## src/rtl/lcd_pkg.sv

```systemverilog
// Shared definitions for the HD44780 back end: command bytes, FSM state
// encodings and the 16-character message ROM for line 1.
package lcd_pkg;

  localparam logic [7:0] FUNC_SET = 8'h38;
  localparam logic [7:0] DISP_ON  = 8'h0C;
  localparam logic [7:0] ENTRY    = 8'h06;
  localparam logic [7:0] CLEAR    = 8'h01;
  localparam logic [7:0] HOME_L1  = 8'h80;
  localparam logic [7:0] SPACE    = 8'h20;

  typedef enum logic [2:0] {
    ST_PWRUP, ST_INIT, ST_IDLE, ST_CLEAR, ST_HOME, ST_CHARS
  } lcd_state_t;

  typedef enum logic [1:0] {
    BUS_IDLE, BUS_SETUP, BUS_STROBE, BUS_WAIT
  } bus_phase_t;

  function automatic logic [7:0] init_cmd(input logic [1:0] n);
    logic [7:0] c;
    case (n)
      2'd0:    c = FUNC_SET;
      2'd1:    c = DISP_ON;
      2'd2:    c = ENTRY;
      default: c = CLEAR;
    endcase
    return c;
  endfunction

  // Codes without text show a blank line; character 0 is the leftmost.
  function automatic logic [7:0] msg_char(input logic [3:0] code, input logic [3:0] idx);
    logic [127:0] line;
    case (code)
      4'h0:    line = "INSERT COINS    ";
      4'h1:    line = "SELECT ITEM     ";
      4'h2:    line = "VENDING...      ";
      4'h3:    line = "THANK YOU       ";
      4'h4:    line = "SOLD OUT        ";
      4'h5:    line = "EXACT CHANGE    ";
      4'h6:    line = "RETURNING COINS ";
      4'h7:    line = "TAKE CHANGE     ";
      4'h8:    line = "SERVICE MODE    ";
      4'h9:    line = "ERROR - CALL    ";
      default: line = {16{SPACE}};
    endcase
    return line[{~idx, 3'b000} +: 8];
  endfunction

endpackage

```

## src/rtl/lcd_bus_cycle.sv

```systemverilog
// One LCD write: SETUP (bus driven, e low), STROBE (e high), WAIT (e low).
// done pulses in the last WAIT clock so the next start can follow back-to-back.
module lcd_bus_cycle
  import lcd_pkg::*;
#(
  parameter int E_CYCLES = 4,
  parameter int CMD_WAIT = 2000,
  parameter int CLR_WAIT = 80000,
  parameter int CW       = 21
) (
  input  logic       clk,
  input  logic       reset,
  input  logic       start,
  input  logic [7:0] wr_byte,
  input  logic       rs,
  input  logic       is_clear,
  output logic       done,
  output logic       lcd_rs,
  output logic       lcd_e,
  output logic [7:0] lcd_data
);

  bus_phase_t    phase_reg;
  logic [CW-1:0] cnt_reg;
  logic          clr_reg;
  logic          e_reg;
  logic          rs_reg;
  logic [7:0]    data_reg;
  logic [CW-1:0] wait_last;

  function automatic logic [CW-1:0] sat_inc(input logic [CW-1:0] v);
    return (v == {CW{1'b1}}) ? v : v + 1'b1;
  endfunction

  assign wait_last = clr_reg ? CW'(CLR_WAIT - 1) : CW'(CMD_WAIT - 1);
  assign done      = (phase_reg == BUS_WAIT) && (cnt_reg == wait_last);
  assign lcd_rs    = rs_reg;
  assign lcd_e     = e_reg;
  assign lcd_data  = data_reg;

  always_ff @(posedge clk or negedge reset) begin
    if (!reset) begin
      phase_reg <= BUS_IDLE;
      cnt_reg   <= '0;
      clr_reg   <= 1'b0;
      e_reg     <= 1'b0;
      rs_reg    <= 1'b0;
      data_reg  <= 8'h00;
    end else if (start) begin
      phase_reg <= BUS_SETUP;
      cnt_reg   <= '0;
      clr_reg   <= is_clear;
      e_reg     <= 1'b0;
      rs_reg    <= rs;
      data_reg  <= wr_byte;
    end else begin
      case (phase_reg)
        BUS_SETUP: begin
          phase_reg <= BUS_STROBE;
          e_reg     <= 1'b1;
          cnt_reg   <= '0;
        end
        BUS_STROBE: begin
          if (cnt_reg == CW'(E_CYCLES - 1)) begin
            phase_reg <= BUS_WAIT;
            e_reg     <= 1'b0;
            cnt_reg   <= '0;
          end else begin
            cnt_reg <= sat_inc(cnt_reg);
          end
        end
        BUS_WAIT: begin
          if (done) phase_reg <= BUS_IDLE;
          else      cnt_reg   <= sat_inc(cnt_reg);
        end
        default: ;
      endcase
    end
  end

endmodule

```

## src/rtl/lcd_driver.sv

```systemverilog
// HD44780 back end: power-up init, then rewrites line 1 from the message ROM
// whenever the selector's message code differs from what is on screen.
module lcd_driver
  import lcd_pkg::*;
#(
  parameter int E_CYCLES   = 4,
  parameter int CMD_WAIT   = 2000,
  parameter int CLR_WAIT   = 80000,
  parameter int PWRUP_WAIT = 750000
) (
  input  logic       clk,
  input  logic       reset,
  input  logic [3:0] code,
  output logic       lcd_rs,
  output logic       lcd_rw,
  output logic       lcd_e,
  output logic [7:0] lcd_data,
  output logic       busy
);

  localparam int MAX_A = (E_CYCLES > CMD_WAIT) ? E_CYCLES : CMD_WAIT;
  localparam int MAX_B = (CLR_WAIT > PWRUP_WAIT) ? CLR_WAIT : PWRUP_WAIT;
  localparam int MAX_P = (MAX_A > MAX_B) ? MAX_A : MAX_B;
  localparam int CW    = $clog2(MAX_P) + 1;

  lcd_state_t    state_reg;
  logic [CW-1:0] cnt_reg;
  logic [3:0]    idx_reg;
  logic [3:0]    shown_reg;
  logic          shown_valid_reg;
  logic          busy_reg;

  logic       start;
  logic [7:0] wr_byte;
  logic       wr_rs;
  logic       is_clear;
  logic       done;
  logic       mismatch;

  assign mismatch = !shown_valid_reg || (code != shown_reg);
  assign is_clear = !wr_rs && (wr_byte == CLEAR);
  assign busy     = busy_reg;
  assign lcd_rw   = 1'b0;

  // The next byte is issued in the same clock the previous cycle signals done.
  always_comb begin
    start   = 1'b0;
    wr_byte = 8'h00;
    wr_rs   = 1'b0;
    case (state_reg)
      ST_PWRUP: if (cnt_reg == CW'(PWRUP_WAIT - 1)) begin
        start   = 1'b1;
        wr_byte = init_cmd(2'd0);
      end
      ST_INIT: if (done && idx_reg != 4'd3) begin
        start   = 1'b1;
        wr_byte = init_cmd(idx_reg[1:0] + 2'd1);
      end
      ST_IDLE: if (mismatch) begin
        start   = 1'b1;
        wr_byte = CLEAR;
      end
      ST_CLEAR: if (done) begin
        start   = 1'b1;
        wr_byte = HOME_L1;
      end
      ST_HOME: if (done) begin
        start   = 1'b1;
        wr_rs   = 1'b1;
        wr_byte = msg_char(shown_reg, 4'd0);
      end
      ST_CHARS: if (done && idx_reg != 4'd15) begin
        start   = 1'b1;
        wr_rs   = 1'b1;
        wr_byte = msg_char(shown_reg, idx_reg + 4'd1);
      end
      default: ;
    endcase
  end

  always_ff @(posedge clk or negedge reset) begin
    if (!reset) begin
      state_reg       <= ST_PWRUP;
      cnt_reg         <= '0;
      idx_reg         <= 4'd0;
      shown_reg       <= 4'd0;
      shown_valid_reg <= 1'b0;
      busy_reg        <= 1'b1;
    end else begin
      case (state_reg)
        ST_PWRUP: begin
          if (cnt_reg == CW'(PWRUP_WAIT - 1)) begin
            state_reg <= ST_INIT;
            idx_reg   <= 4'd0;
          end else if (cnt_reg != {CW{1'b1}}) begin
            cnt_reg <= cnt_reg + 1'b1;
          end
        end
        // busy stays high into IDLE: the invalid shown-code forces a rewrite
        ST_INIT: if (done) begin
          if (idx_reg == 4'd3) state_reg <= ST_IDLE;
          else                 idx_reg   <= idx_reg + 4'd1;
        end
        ST_IDLE: if (mismatch) begin
          shown_reg       <= code;
          shown_valid_reg <= 1'b1;
          state_reg       <= ST_CLEAR;
          busy_reg        <= 1'b1;
        end
        ST_CLEAR: if (done) state_reg <= ST_HOME;
        ST_HOME: if (done) begin
          state_reg <= ST_CHARS;
          idx_reg   <= 4'd0;
        end
        ST_CHARS: if (done) begin
          if (idx_reg == 4'd15) begin
            state_reg <= ST_IDLE;
            busy_reg  <= 1'b0;
          end else begin
            idx_reg <= idx_reg + 4'd1;
          end
        end
        default: state_reg <= ST_PWRUP;
      endcase
    end
  end

  lcd_bus_cycle #(
    .E_CYCLES(E_CYCLES),
    .CMD_WAIT(CMD_WAIT),
    .CLR_WAIT(CLR_WAIT),
    .CW      (CW)
  ) u_bus (
    .clk     (clk),
    .reset   (reset),
    .start   (start),
    .wr_byte (wr_byte),
    .rs      (wr_rs),
    .is_clear(is_clear),
    .done    (done),
    .lcd_rs  (lcd_rs),
    .lcd_e   (lcd_e),
    .lcd_data(lcd_data)
  );

endmodule

```

## config.mk

```make
export PLATFORM = sky130hd
export DESIGN_NAME = lcd_driver
export DESIGN_NICKNAME = d
export VERILOG_FILES = /design/src/rtl/lcd_pkg.sv /design/src/rtl/lcd_bus_cycle.sv /design/src/rtl/lcd_driver.sv
export SDC_FILE = /design/constraint.sdc
export NUM_CORES = 1
export LEC_CHECK = 0
export CAP_MARGIN = 20
export CORE_UTILIZATION = 35
export CTS_CLUSTER_SIZE = 25
export DETAILED_ROUTE_END_ITERATION = 12
export SYNTH_ARGS = -nofsm -noshare
export SYNTH_HDL_FRONTEND = slang
export SYNTH_SLANG_ARGS = --single-unit
```

## constraint.sdc

```tcl
create_clock -name clk -period 2.74 [get_ports clk]
set_input_delay 0.548 -clock clk [delete_from_list [all_inputs] [get_ports clk]]
set_output_delay 0.548 -clock clk [all_outputs]
set_load 0.02 [all_outputs]
```

==> impl_metrics.tcl <==
set metrics [dict create \
    arrival_ns 2.84 \
    area_growth_pct 22.3 \
    path_common_cell "buf_4" \
    p_sw_share_pct 19.9 \
    dieArea_um2 15700 \
    fin_total_pwr_mw 2.17 \
    io_buffers 16 \
    antenna_cells 0 \
    drv_slew 0 \
    synthCells 657 \
    synth_edf_count 0 \
    clk_path_buf_depth 2 \
    worstSetupStartpointType "flop" \
    ys_seq_area_share_pct 32.0 \
    via_per_inst 6.00 \
    wl_per_cell_um 19.0 \
    drc 0 \
    gr-total-overflow 0 \
    yosysTopAreaCellShare_pct 31.5 \
    antenna_found_initial 0 \
    cts_buffers 9 \
    slowest_delay_ns 0.48 \
    yosys_warnings 0 \
    io_pins 18 \
    finalCriticalPeriod_ns 2.62 \
    power.share.clock_pct 52.1 \
    via_count 5416 \
    top_layer_used "met4" \
    hold_path.class "input port to async pin" \
    r2r-end "u_bus.lcd_data[6]$_DFFE_PN0N_" \
    p_leak_nw 2.74 \
    ys_seq_elements 68 \
    crit_slowest_cell "a311oi_1" \
    hold_viol 0 \
    outcome "finished, final reports clean" \
    drtAntennaViolNets 0 \
    ff2ff_setup_slack_ns 0.12 \
    ir_drop_uv 231 \
    nets 734 \
    initial_core_util_pct 36.2 \
    cp.required_ns 2.95 \
    r2r-start "shown_reg[1]$_DFFE_PN0P_" \
    fin_area_um2 6500 \
    power_frac_seq_pct 46.3 \
    insertion_delay_ns 0.33 \
    met2_length_um 8140 \
    synthMostInstantiatedCell "dfrtp_1" \
    rows 44 \
    crit_chain "inv_1, buf_4, ha_1, nand2b_1, buf_4, o21a_1, o21bai_1, a311oi_1, o21ai_0, a32o_1, a22o_1" \
    worst-setup-path-type "flop to flop" \
    finalWeightedCongestion 0.960 \
    synth_commonest_cells "dfrtp_1 (67), nand2_1 (57), nor2_1 (50)" \
    switching_power_uw 431 \
    cts_root_buf "clkbuf_16" \
    yosys.area_share.adder_pct 3.29 \
    period_share_pct 95.7 \
    r2r_cells 11 \
    chipHeight_um 125 \
    cts.clk_slew.worst_paths_ns 0.06 \
    drt-initial-drc-count 486 \
    first_pass_iters 8 \
    synth_fp_nets 677 \
    die_w_um 125 \
    wl_met1_um 7630 \
    muxShareOfSynthArea_pct 2.54 \
    numClockSinks 68 \
    place.detailed.hpwl_um 12800 \
    hold_buffers 0 \
    synth_xor_xnor_area_share_pct 6.75 \
    tritoncts "yes" \
    grt_max_degree 44 \
    tightest_slew_ns 0.704 \
    postLayoutCoreUtil_pct 44.3 \
    layout-drive-gt1-share_pct 18.4 \
    h-tree-depth 3 \
    max_freq_mhz 381 \
    async_reset_ff_share_pct 100 \
    worstSetupEndpointType "flop" \
    syn-cell-area_um2 5320 \
    finalClockSkew_ns 0.00794 \
    grt_use_total_pct 22.1 \
    synth_top_family_by_area "compound AO/OA/AOI/OAI gates" \
    slew_headroom_pct 51.8 \
    setup_violations 0 \
    tns_ns 0 \
    post_dp_cell_area_um2 6150 \
    synth_compound_area_share_pct 26.4 \
    avgSynthCellArea_um2 8.09 \
    p_comb_share_pct 1.5 \
    p_int_mw 1.74 \
    routed_wirelength_um 17100 \
    synth.largest_area_cell "dfrtp_1" \
    synthTopCellsByArea "dfrtp_1 (32%), a21oi_1 (4.1%), nand2_1 (4.0%)" \
    synth-main-ff-cell "dfrtp_1" \
    rsz0062_at_grt "true" \
    worstPathMaxFanout 7 \
    dr_wl_met3_um 841 \
    synthSimpleGateAreaFrac_pct 23.2 \
    synth_cell_types 71 \
    p_per_area_nw_per_um2 333 \
    grt_pass1_vias 5230 \
    core_um2 14700 \
    crit_start "shown_reg[1]$_DFFE_PN0P_" \
    drv_cap 0 \
    grt_pass1_wl_um 27700 \
]
==> stage by stage <==
stage               std cells  hold WS, ns  setup slack (ns)
global route              902        0.258          -0.00514
finish                    902        0.206             0.118
CTS                       901        0.231            0.0597
detailed placement        886        0.454           -0.0192
global placement          886        0.455            0.0159
floorplan                 657        0.252           -0.0458
==> worst max-delay path: cells and delay by family (launching register included) <==
| kind | cells | cell delay (ns) |
|---|---|---|
| AO/OA/AOI/OAI | 6 | 1.29 |
| flip-flops | 1 | 0.43 |
| buffers and inverters | 3 | 0.40 |
| adder cells (fa/ha/maj) | 1 | 0.21 |
| AND/OR/NAND/NOR | 1 | 0.17 |
==> power groups by stage <==
stage | logic, mW | registers (mW) | clock network, mW
finish | 0.0331 | 1.01 | 1.13
global route | 0.0388 | 1.00 | 1.20
detailed placement | 0.0354 | 1.02 | 0
CTS | 0.0355 | 1.00 | 1.15
floorplan | 0.00533 | 1.02 | 0
global placement | 0.0347 | 1.02 | 0
==> cell type report <==
cell class                      count  area [um^2]
Multi-Input combinational cell    513         3380
Timing Repair Buffer              100          823
Tap cell                          184          230
Fill cell                        1449         8190
Clock inverter                      2         35.0
Inverter                           22         82.6
Sequential cell                    68         1700
Clock buffer                       13          250
==> worst max path at each step <==
stage / depth (start not counted) / to / slack, ns
floorplan: 12 / u_bus.clr_reg$_DFFE_PN0N_ / -0.05
global placement: 9 / u_bus.cnt_reg[1]$_DFFE_PN0P_ / 0.02
detailed placement: 9 / u_bus.cnt_reg[5]$_DFFE_PN0P_ / -0.02
CTS: 11 / u_bus.clr_reg$_DFFE_PN0N_ / 0.06
global route: 8 / u_bus.cnt_reg[19]$_DFFE_PN0P_ / -0.005
finish: 11 / u_bus.lcd_data[6]$_DFFE_PN0N_ / 0.12
==> routing by layer <==
metal	global-route usage, %	vias to the layer above
li1	-	2561
met1	29.5	2634
met2	36.6	187
met3	2.91	34
met4	7.68	0
met5	0	-
==> cell usage in the layout (no fill, tap or decap), types with 4 or more instances in the layout <==
cell | Yosys | final
and3_1 | 7 | 7
o211ai_1 | 10 | 10
clkdlybuf4s50_1 | 0 | 15
a21oi_1 | 44 | 43
nand4_1 | 14 | 14
a21boi_0 | 6 | 4
xnor2_1 | 23 | 23
a311oi_1 | 5 | 4
ha_1 | 14 | 12
nor2_1 | 50 | 49
nor3_1 | 20 | 19
nor2b_1 | 9 | 8
clkbuf_16 | 0 | 9
nand2b_1 | 11 | 11
mux2i_1 | 9 | 9
and2_1 | 7 | 6
o2111ai_1 | 5 | 5
or4_1 | 9 | 9
nand3_1 | 30 | 30
a21o_1 | 5 | 4
a211oi_1 | 11 | 10
mux2_2 | 4 | 4
o21ai_0 | 41 | 39
a221oi_1 | 6 | 5
buf_4 | 1 | 81
o31ai_1 | 17 | 17
xor2_1 | 18 | 18
a31oi_1 | 5 | 4
nand2_1 | 57 | 57
inv_1 | 22 | 21
nor4_1 | 8 | 8
dfrtp_1 | 67 | 67
==> cell families (layout without fill, tap and decap cells) <==
logic type | count (synthesis) | count (layout)
fa+ha+maj | 14 | 14
compound gates | 204 | 204
flops | 68 | 68
xor+xnor | 41 | 41
buf+inv | 76 | 137
mux | 13 | 13
simple gates | 240 | 240
other cells | 1 | 1
==> repair_timing <==
item	4_1_cts	5_1_grt
setup endpoints to repair	0	14
resized for setup	0	22
buffers inserted	0	1
No activity file was read; power rests on OpenSTA's default activity.
